--- src/rtl/and_gate.sv ---
// and_gate: bitwise two-input AND with a zero-latency output and a clocked
// observation side. The side provides a registered copy, per-bit edge pulses
// and a saturating count of cycles in which any output bit was true.
module and_gate #(
    parameter int WIDTH = 1,
    parameter int CNT_W = 16
) (
    input  logic             clk,
    input  logic             rst_n,
    input  logic [WIDTH-1:0] inp1,
    input  logic [WIDTH-1:0] inp2,
    input  logic             clr,
    output logic [WIDTH-1:0] out,
    output logic [WIDTH-1:0] out_q,
    output logic [WIDTH-1:0] out_rise,
    output logic [WIDTH-1:0] out_fall,
    output logic [CNT_W-1:0] true_cnt
);

    logic out_any;
    logic cnt_sat;

    // The gate itself. X/Z propagate through the plain operator, and a 0 on
    // either input forces 0, so no squashing is done here.
    assign out     = inp1 & inp2;
    assign out_any = |out;
    assign cnt_sat = &true_cnt;

    // Registered copy plus edge pulses. Each pulse is computed from the
    // pre-edge out_q, so a pulse coincides with out_q taking its new value.
    always_ff @(posedge clk or negedge rst_n) begin
        if (!rst_n) begin
            out_q    <= '0;
            out_rise <= '0;
            out_fall <= '0;
        end else begin
            out_q    <= out;
            out_rise <= out & ~out_q;
            out_fall <= ~out & out_q;
        end
    end

    // Output-true counter: clear has priority, and it stops at all-ones.
    always_ff @(posedge clk or negedge rst_n) begin
        if (!rst_n) begin
            true_cnt <= '0;
        end else if (clr) begin
            true_cnt <= '0;
        end else if (out_any && !cnt_sat) begin
            true_cnt <= true_cnt + 1'b1;
        end
    end

endmodule

--- config.mk ---
export PLATFORM = sky130hd
export DESIGN_NAME = and_gate
export DESIGN_NICKNAME = d
export VERILOG_FILES = /design/src/rtl/and_gate.sv
export SDC_FILE = /design/constraint.sdc
export NUM_CORES = 1
export LEC_CHECK = 0
export ABC_AREA = 1
export CAP_MARGIN = 20
export CORE_MARGIN = 5
export CORE_UTILIZATION = 23
export CTS_CLUSTER_SIZE = 25
export DETAILED_ROUTE_END_ITERATION = 12
export GPL_TIMING_DRIVEN = 0
export SYNTH_ARGS = -nofsm -noshare
export SYNTH_HDL_FRONTEND = slang
export SYNTH_SLANG_ARGS = --single-unit
export TNS_END_PERCENT = 30
--- constraint.sdc ---
create_clock -name clk -period 3.05 [get_ports clk]
set_clock_uncertainty 0.15 [all_clocks]
set_input_delay 0.305 -clock clk [delete_from_list [all_inputs] [get_ports clk]]
set_output_delay 0.305 -clock clk [all_outputs]
set_load 0.02 [all_outputs]
Word-level counts from Yosys, hierarchy flattened
Index checks and enable logic that the tools add are counted.
{ "word_totals": {"reg_bits": 19, "out_inout_bits": 20, "elab_cells": 16} }
{ "op_classes": {"n_addsub": 1, "muxes": 2, "bitwise_logic": 5, "n_reduce_logical": 4} }
{ "op_table": {"columns": ["cell", "n"], "rows": [
  ["$mux W16", 2],
  ["$add A16 B1 Y16 const B", 1],
  ["$reduce_and A16 Y1", 1],
  ["$and A1 B1 Y1", 3],
  ["$not A1 Y1", 2],
  ["$reduce_bool A2 Y1", 1],
  ["$logic_and A1 B1 Y1", 1],
  ["$logic_not A1 Y1", 1]
]} }

Longest topological paths before layout
Gate-level depths: netlist of run 1.
{ "logic_depth": {"word_depth": 5, "depth_mapped": 10, "mapped_depth_nobuf": 9} }

Worst setup path before layout of run 1
Ideal clock, no wire load.
{ "synth_timing": {"path_type": "register -> register", "startpoint": "register true_cnt[0]", "endpoint": "register true_cnt[11]", "setup_time_ns": 0.118, "t_arrival_ns": 1.538, "required_time_ns": 2.782, "setup_slack_ns": 1.244, "path_stages_with_launch": 10, "path_buffers": 1, "synth_period_minus_slack_ns": 1.806, "cell_sequence": "dfrtp_1 ha_1 nand2_1 nor2_4 nand2_2 nor2_4 nor2_4 buf_2 nand3_1 nand2_1"} }
{ "synth_between": {"elab_chain_cells": 4, "elab_cells_between_ends": 7, "cone_classes": "add/sub: 1; mux: 2; reduce/logical: 4"} }
{ "synth_lines": {"columns": ["item", "line", "text"], "rows": [
  ["from (decl)", "17", "output logic [CNT_W-1:0] true_cnt"],
  ["from (signal assigned)", "50", "true_cnt <= true_cnt + 1'b1;"],
  ["branches (longest 4 deep; another with $add A16 B1 Y16)", null, null]
]} }
Several ways; the timed one is not identified. The select of a mux whose other input is x is not followed.
A chain may end at the register's enable or synchronous reset.

Worst setup path in the final report of run 1
{ "layout_timing": {"startpoint": "input port inp2", "endpoint": "output port out"} }
{ "layout_between": {"elab_chain_cells": 1} }
{ "layout_lines": {"columns": ["item", "line", "text"], "rows": [
  ["from (decl)", "11", "input logic [WIDTH-1:0] inp2,"],
  ["$and A1 B1 Y1", "25", "assign out = inp1 & inp2;"],
  ["to (decl)", "13", "output logic [WIDTH-1:0] out,"]
]} }
No other way between the ends.

==> results of run 1 <==
[kinds of logic after synthesis]
| family | share of synthesized area |
|---|---|
| xor+xnor | 0.03020 |
| flops | 0.4099 |
| fa+ha+maj | 0.01079 |
| compound gates | 0.02157 |
| buf+inv | 0.06256 |
| simple gates | 0.4649 |
[per-stage QoR]
stage / hold slack, ns / instance area (µm²) / total power (µW)
4_1_cts: 0.3141 / 1529 / 492.8
2_1_floorplan: -0.1406 / 1160 / 285.6
6_report: 0.3119 / 1529 / 487.4
5_1_grt: 0.3627 / 1529 / 505.8
3_5_place_dp: 0.3012 / 1484 / 311.6
3_3_place_gp: 0.2996 / 1484 / 311.5
[worst max-delay path, cell delays in order]
cell and delay (ns):
clkdlybuf4s50_1 0.45, nand2_1 0.12, inv_1 0.12, clkdlybuf4s50_1 0.61
[report_power, final]
part	internal, µW	switching, µW	leakage [µW]
sequential	255	2.61	0.000262
clock	93.0	88.8	0.0000228
combinational	18.4	29.5	0.000408
total	366	121	0.000692
[Yosys cell counts]
| cell | instances |
|---|---|
| a21oi_1 | 3 |
| buf_2 | 1 |
| buf_6 | 1 |
| clkbuf_1 | 1 |
| dfrtp_1 | 19 |
| ha_1 | 1 |
| inv_1 | 14 |
| nand2_1 | 66 |
| nand2_2 | 1 |
| nand3_1 | 15 |
| nand3b_1 | 2 |
| nand4_1 | 7 |
| nor2_1 | 20 |
| nor2_4 | 4 |
| nor2_8 | 1 |
| nor3_1 | 1 |
| o21ai_0 | 2 |
| or2_2 | 1 |
| xor2_1 | 4 |
[cell usage in the layout (no fill, tap or decap)]
cell type	count
dfrtp_1	19
nand3_1	15
nand3b_1	2
nor2_1	20
or2_2	1
clkdlybuf4s50_1	24
nor2_4	4
buf_2	1
nand2_2	1
o21ai_0	2
ha_1	1
a21oi_1	3
nor3_1	1
xor2_1	4
clkbuf_8	3
clkbuf_1	2
buf_6	1
nand2_1	66
inv_1	14
nor2_8	1
nand4_1	7
[how the worst min path moves through the flow]
| stage | start | end | slack [ns] | cells after the start |
|---|---|---|---|---|
| global route | out_q$_DFF_PN0_ | out_rise$_DFF_PN0_ | 0.36 | 1 |
| finish | out_q$_DFF_PN0_ | out_rise$_DFF_PN0_ | 0.31 | 1 |
| detailed placement | out_q$_DFF_PN0_ | out_rise$_DFF_PN0_ | 0.30 | 1 |
| CTS | out_q$_DFF_PN0_ | out_rise$_DFF_PN0_ | 0.31 | 1 |
| floorplan | rst_n | out_fall$_DFF_PN0_ | -0.14 | 0 |
| global placement | out_q$_DFF_PN0_ | out_rise$_DFF_PN0_ | 0.30 | 1 |
[final cells by class]
type	count	area, µm²	share of cell area
multi-input cells	128	611.8	0.4002
flip-flops and latches	19	475.5	0.3110
repair buffers	24	240.2	0.1571
well taps	67	83.83	0.05483
inverters	14	52.55	0.03437
clock buffers	4	45.04	0.02946
plain buffers	3	20.02	0.01309
[registers in the layout, indices dropped and copies added (netlist names)]
signal	cells
true_cnt	16
out_fall	1
out_q	1
out_rise	1
[routing by layer]
metal	global-route usage	vias to the layer above	wire length [µm]
met4	0.02534	0	29
met5	0	-	0
met2	0.1445	23	1177
li1	-	575	-
met3	0.01996	5	136
met1	0.1282	477	1403
==> run metrics, run 1 <==
class of the worst hold path=reg -> reg; share of cells above drive strength 1=0.06250; post-route minimum period=2.068 ns; CORE AREA=4817 µm²; # hold bufs at CTS=0; setup ws final=0.9822 ns; worst r2r dst=true_cnt[13]$_DFFE_PN0P_; yosys warns=0; Inst Count DP=255; Ports=25; Final Util=0.3174; top-area cell type share of the netlist area=0.4099; postcts setup bufs=0; initial antenna violation count=0; clk_lat worst skew=0.26 ns; Pre-Repair DR Iteration Count=4; FP Rows=25; via count=1080; cell count after synthesis=164; post-cts resize count=0; worst endpoint required time=2.59 ns; Tightest Pin Transition=0.8400 ns; Worst R2R Setup Slack=1.11 ns; vias in the first global route=1030; final worst-path cycle share=0.6780; Reg2Reg Depth=9; Max H-tree Level=1; clock slew seen by the registers of the worst setup and hold paths=0.08 ns; final std cells w/o fill=259; fillcell total=533; DRC=0; Syn Nets=170; status=completed; port buffer count=24; RSZ-0062 raised after global routing=false; max-cap viol count=0; Avg Cell Area, Syn=7.072 µm²; drt wl/cell=10.61 µm; Pleak=0.0006924 µW; Startpoint Class=input port; biggest area consumer among synthesized cells=dfrtp_1; Max Fclk=483.6 MHz; Initial Util=0.2408; peak supply drop=0.0001093 V; pwr/cell area=318.8 nW/µm²; first-pass GRT wire length=4.871 mm; relative slew slack=0.4383; sequential area share after synthesis=0.4099; GRT Util Overall=0.09243; Post-Synthesis Cell Area=1160 µm²; largest net degree at the start of global routing=20; pre-CTS setup slack=0.9694 ns; die area=6563 µm²; CTS Sinks=19; post-DP HPWL=2.104 mm; Die Y=81.02 µm; critical path endpoint=out; Root Buffer=clkbuf_8; Setup TNS=0 ns; vias per std cell=4.170; Synth cell types=19; Synth area leaders=dfrtp_1, nand2_1, nand3_1; diode count=0; Final nets=199; number of setup violations in the final report=0; gr ovfl total=0; Final Wtd Congestion=0.8421; endpoints failing hold=0; Routed Antenna Nets=0; FF+latch count, synth=19; CP Class=in -> out; TritonCTS clock tree=done; Inserted Clock Buffers=3; CTS Buffer Depth=2; reg-to-reg startpoint=true_cnt[0]$_DFFE_PN0P_; CP Launch Point=inp2; WP data arrival=1.61 ns; Slew Viols, Final=0; worst-path fanout max=4; Layout area overhead=31.82%; crit end category=output pin; drt first-iter violations=29; Routed WL=2.747 mm; Die Wd=81.02 µm
(Power assumes the default switching activity.)
==> run 2: changes to the inputs <==
- clock period: 3.05 -> 2 ns (I/O delays scaled with it)
==> run metrics, run 2 (same netlist as run 1, synthesis figures left out) <==
Final nets=203 (+2.0%); GRT Util Overall=0.09243 (unchanged); post-route minimum period=1.858 ns; Inserted Clock Buffers=3 (unchanged); crit end category=output pin; largest net degree at the start of global routing=20 (unchanged); Die Y=81.02 µm (unchanged); # hold bufs at CTS=0 (unchanged); Startpoint Class=input port; via count=1103 (+2.1%); most frequent cells in the layout=nand2_1, clkdlybuf4s50_1, nor2_1; pwr/cell area=477.2 nW/µm² (+50%); Pleak=0.0007132 µW (+3.0%); post-route cell area=1568 µm² (+2.5%); final std cells w/o fill=263 (+1.5%); commonest non-fill, non-tap cell in the layout=nand2_1; CORE AREA=4817 µm² (unchanged); total power=748.2 µW (+54%); TritonCTS clock tree=done; peak supply drop=0.0001642 V (+50%); Routed Antenna Nets=0 (unchanged); CTS Buffer Depth=2 (unchanged); clk_lat worst skew=0.26 ns (about the same); Max Fclk=538.3 MHz; CP Class=in -> out; class of the worst hold path=in -> async; initial antenna violation count=0 (unchanged); fillcell total=523 (-1.9%); Root Buffer=clkbuf_8; RSZ-0062 raised after global routing=true; gr ovfl total=0 (unchanged); final worst-path cycle share=0.9289; endpoints failing hold=0 (unchanged); Layout area overhead=35.17%; CTS Sinks=19 (unchanged); relative slew slack=0.4367 (-0.001551); max reg flops=16 (unchanged); Initial Util=0.2408 (unchanged); Routed WL=2.771 mm (+0.87%); Max H-tree Level=1 (unchanged); setup ws final=0.1422 ns (-0.8400 ns); die area=6563 µm² (unchanged); max-cap viol count=0 (unchanged); worst-path fanout max=4 (unchanged); drt first-iter violations=35 (+21%); Tightest Pin Transition=0.8423 ns (+0.002319 ns); port buffer count=24 (unchanged); DRC=0 (unchanged); Reg with most FFs=true_cnt; vias per std cell=4.194 (+0.58%); post-DP HPWL=2.104 mm (unchanged); Die Wd=81.02 µm (unchanged); FP Rows=25 (unchanged); share of cells above drive strength 1=0.08673 (+0.02423); Final Wtd Congestion=0.8421 (unchanged); Ports=25 (unchanged); pre-CTS setup slack=0.07569 ns (-0.8937 ns); diode count=0 (unchanged); number of setup violations in the final report=0 (unchanged); vias in the first global route=1030 (unchanged); first-pass GRT wire length=4.871 mm (unchanged); Inst Count DP=255 (unchanged); Pre-Repair DR Iteration Count=4 (unchanged); drt wl/cell=10.54 µm (-0.66%); clock slew seen by the registers of the worst setup and hold paths=0.08 ns (about the same); worst endpoint required time=1.65 ns (-0.94 ns); Slew Viols, Final=0 (unchanged); status=completed; Placed Area=1484 µm² (unchanged); WP data arrival=1.51 ns (-0.10 ns)
run 2: cell count changes in the layout (fill, tap and decap cells not counted), sizes merged:
cell / previous run / this run
buf: 2 / 6
run 2: path summary, 6_finish.rpt:
| kind | cells past startpoint | start | end | slack, ns |
|---|---|---|---|---|
| setup / recovery | 4 | inp2 | out | 0.14 |
| hold / removal | 1 | rst_n | true_cnt[10]$_DFFE_PN0P_ | 0.27 |
| setup reg to reg | 10 | true_cnt[0]$_DFFE_PN0P_ | true_cnt[7]$_DFFE_PN0P_ | 0.16 |
| hold reg to reg | 1 | out_q$_DFF_PN0_ | out_rise$_DFF_PN0_ | 0.31 |
| max in group asynchronous | 1 | rst_n | true_cnt[13]$_DFFE_PN0P_ | 0.91 |
| min in group clk | 1 | out_q$_DFF_PN0_ | out_rise$_DFF_PN0_ | 0.31 |
run 2: final cells by class:
cell class                 count  area [µm²]  share of cell area
multi-input combinational    128       614.3              0.3919
timing repair buffer          28       270.3              0.1724
sequential                    19       475.5              0.3033
clock buffer                   4       45.04             0.02873
tap                           67       83.83             0.05347
inverter                      14       52.55             0.03352
buffer                         3       26.28             0.01676
run 2: timing repair:
item / 4_1_cts / 5_1_grt
buffers inserted: 0 / 4
setup endpoints to repair: 0 / 13
resized for setup: 0 / 4
run 2: through the flow:
step                      hold slack, ns  utilization  TNS (ns)
final                             0.2742       0.3255         0
after global routing              0.3585       0.3255  -0.01899
after CTS                         0.3133       0.3174         0
after detailed placement          0.3012       0.3081         0
after global placement            0.2996       0.3081         0
after floorplan                  -0.2456            -         0
run 2: where the power goes:
group	internal [µW]	total [µW]	switching, µW	leakage [µW]
registers	389	393	3.93	0.000262
clock network	142	273	132	0.0000228
logic	34.9	81.7	46.8	0.000428
run 2: worst max-delay path: stages:
cell and delay, ns:
clkdlybuf4s50_1 0.45, nand2_1 0.12, inv_1 0.12, clkdlybuf4s50_1 0.61
run 2: layer usage:
layer  GRT usage  share of wire  vias up
li1            -              -      581
met1      0.1282           0.50      491
met2      0.1445           0.44       26
met3     0.01996          0.052        5
met4     0.02534         0.0097        0
met5           0              0        -
==> run 3: changes to the inputs <==
- CORE_MARGIN: 5 -> 8
==> run metrics, run 3 (same netlist as run 1, synthesis figures left out) <==
pre-CTS setup slack=0.04864 ns (-0.02705 ns); # hold bufs at CTS=0 (unchanged); Pre-Repair DR Iteration Count=4 (unchanged); CP Launch Point=inp2; Combinational Power Share=0.103 (-0.006); number of setup violations in the final report=0 (unchanged); reg-to-reg startpoint=true_cnt[0]$_DFFE_PN0P_; Tightest Pin Transition=0.8537 ns (+0.01139 ns); CTS Buffer Depth=2 (unchanged); pwr/cell area=483.0 nW/µm² (+1.2%); setup ws final=0.1110 ns (-0.03117 ns); CP top delay family=buffers and inverters; Slowest cell on crit path=clkdlybuf4s50_1; worst endpoint required time=1.65 ns (about the same); Initial Util=0.2330 (-0.007748); first-pass GRT wire length=4.940 mm (+1.4%); drt wl/cell=11.13 µm (+5.6%); WP data arrival=1.54 ns (+0.03 ns); vias in the first global route=1086 (+5.4%); worst-path fanout max=4 (unchanged); Slew Viols, Final=0 (unchanged); crit path cell chain=clkdlybuf4s50_1 -> nand2_1 -> inv_1 -> clkdlybuf4s50_1; clock share of power=0.372 (+0.006); CORE AREA=4977 µm² (+3.3%); Ports=25 (unchanged); Pleak=0.0007042 µW (-1.2%); Psw=186.3 µW (+2.0%); post-DP HPWL=2.230 mm (+6.0%); Flop pwr share=0.525 (about the same); DRC=0 (unchanged); Final nets=201 (-0.99%); TritonCTS clock tree=done; GRT Util Overall=0.08455 (-0.007883); share of cells above drive strength 1=0.07216 (-0.01457); clk_lat worst skew=0.27 ns (about the same); critical path endpoint=out; largest net degree at the start of global routing=20 (unchanged); drt first-iter violations=30 (-14%); initial antenna violation count=0 (unchanged); status=completed; Layout area overhead=33.66%; FP Rows=26 (+4.0%); Root Buffer=clkbuf_8; Routed Antenna Nets=0 (unchanged); Startpoint Class=input port; commonest non-fill, non-tap cell in the layout=nand2_1; WP buf/inv=3 (unchanged); worst r2r dst=true_cnt[12]$_DFFE_PN0P_; endpoints failing hold=0 (unchanged); Sw Share=0.2488 (+0.004760); diode count=0 (unchanged); fillcell total=550 (+5.2%); post-route minimum period=1.889 ns (+0.03117 ns); Reg with most FFs=true_cnt; gr ovfl total=0 (unchanged); max incr delay on CP=0.61 ns (about the same); Cell Int Power=562.4 µW (-0.56%); Inserted Clock Buffers=3 (unchanged); port buffer count=24 (unchanged); Max H-tree Level=1 (unchanged); Die Y=87.02 µm (+7.4%); CP Class=in -> out; total power=748.7 µW (about the same); Die Wd=87.02 µm (+7.4%); max reg flops=16 (unchanged); most frequent cells in the layout=nand2_1, clkdlybuf4s50_1, nor2_1; max-cap viol count=0 (unchanged); Final Wtd Congestion=0.8182 (-2.8%); CP most frequent cell=clkdlybuf4s50_1; relative slew slack=0.4291 (-0.007616); vias per std cell=4.231 (+0.89%); Worst R2R Setup Slack=0.12 ns (-0.04 ns); Max Fclk=529.4 MHz (-1.7%); clock slew seen by the registers of the worst setup and hold paths=0.07 ns (about the same); Routed WL=2.938 mm (+6.0%); final worst-path cycle share=0.9445 (+0.01559); Reg2Reg Depth=10 (unchanged); critical path depth=4 (unchanged); peak supply drop=0.0001817 V (+11%); CTS Sinks=19 (unchanged); class of the worst hold path=in -> async; die area=7572 µm² (+15%); via count=1117 (+1.3%); crit end category=output pin
==> run 3: cell types whose count changed in the layout (fill, tap and decap cells not counted) <==
cell   before  now
ha_1        0    1
ha_2        1    0
buf_6       0    1
buf_8       1    0
buf_4       5    3
==> run 3: power groups by stage <==
stage / Sequential, µW / Clock [µW] / Combinational, µW
finish: 393 / 278 / 77.2
global route: 394 / 300 / 84.8
CTS: 393 / 290 / 75.3
floorplan: 407 / 0 / 28.5
global placement: 401 / 0 / 75.3
detailed placement: 401 / 0 / 75.2
==> run 3: layout make-up <==
class                           count  area (µm²)  area share
Buffer                              3       22.52     0.01453
Clock buffer                        4       45.04     0.02906
Inverter                           14       52.55     0.03390
Multi-Input combinational cell    128       611.8      0.3947
Sequential cell                    19       475.5      0.3067
Tap cell                           70       87.58     0.05650
Timing Repair Buffer               26       255.2      0.1646
==> run 3: worst register-to-register path: cells and delay by family, from the launching register on <==
kind,cells,cell delay [ns]
buffers and inverters,1,0.17
AND/OR/NAND/NOR,8,0.86
adder cells (fa/ha/maj),1,0.23
flip-flops,1,0.42
==> run 3: how the worst min path moves through the flow <==
stage / from / endpoint / cells after the start
final: rst_n / true_cnt[2]$_DFFE_PN0P_ / 1
after global routing: rst_n / true_cnt[3]$_DFFE_PN0P_ / 1
after CTS: rst_n / true_cnt[1]$_DFFE_PN0P_ / 1
after detailed placement: out_q$_DFF_PN0_ / out_rise$_DFF_PN0_ / 1
after global placement: out_q$_DFF_PN0_ / out_rise$_DFF_PN0_ / 1
after floorplan: rst_n / out_fall$_DFF_PN0_ / 0
==> run 3: what timing repair did <==
| action | in CTS | in global routing |
|---|---|---|
| setup buffers | 0 | 2 |
| gates resized for setup | 0 | 2 |
| endpoints found under the setup margin | 0 | 12 |
==> run 3: routing by layer <==
layer / up-vias / GRT usage / share of wire
met5: - / 0 / 0
met3: 5 / 0.01981 / 0.062
li1: 582 / - / -
met1: 505 / 0.09708 / 0.45
met4: 0 / 0.04225 / 0.019
met2: 25 / 0.1430 / 0.47
==> run 3: through the flow <==
stage	cells	setup TNS, ns	hold WS [ns]	cell area [µm²]	util
after floorplan	164	0	-0.2456	1160	-
after global placement	258	0	0.2922	1488	0.2989
after detailed placement	258	0	0.3091	1488	0.2989
after CTS	262	0	0.3033	1533	0.3079
after global routing	264	-0.009385	0.3515	1550	0.3115
final	264	0	0.2671	1550	0.3115
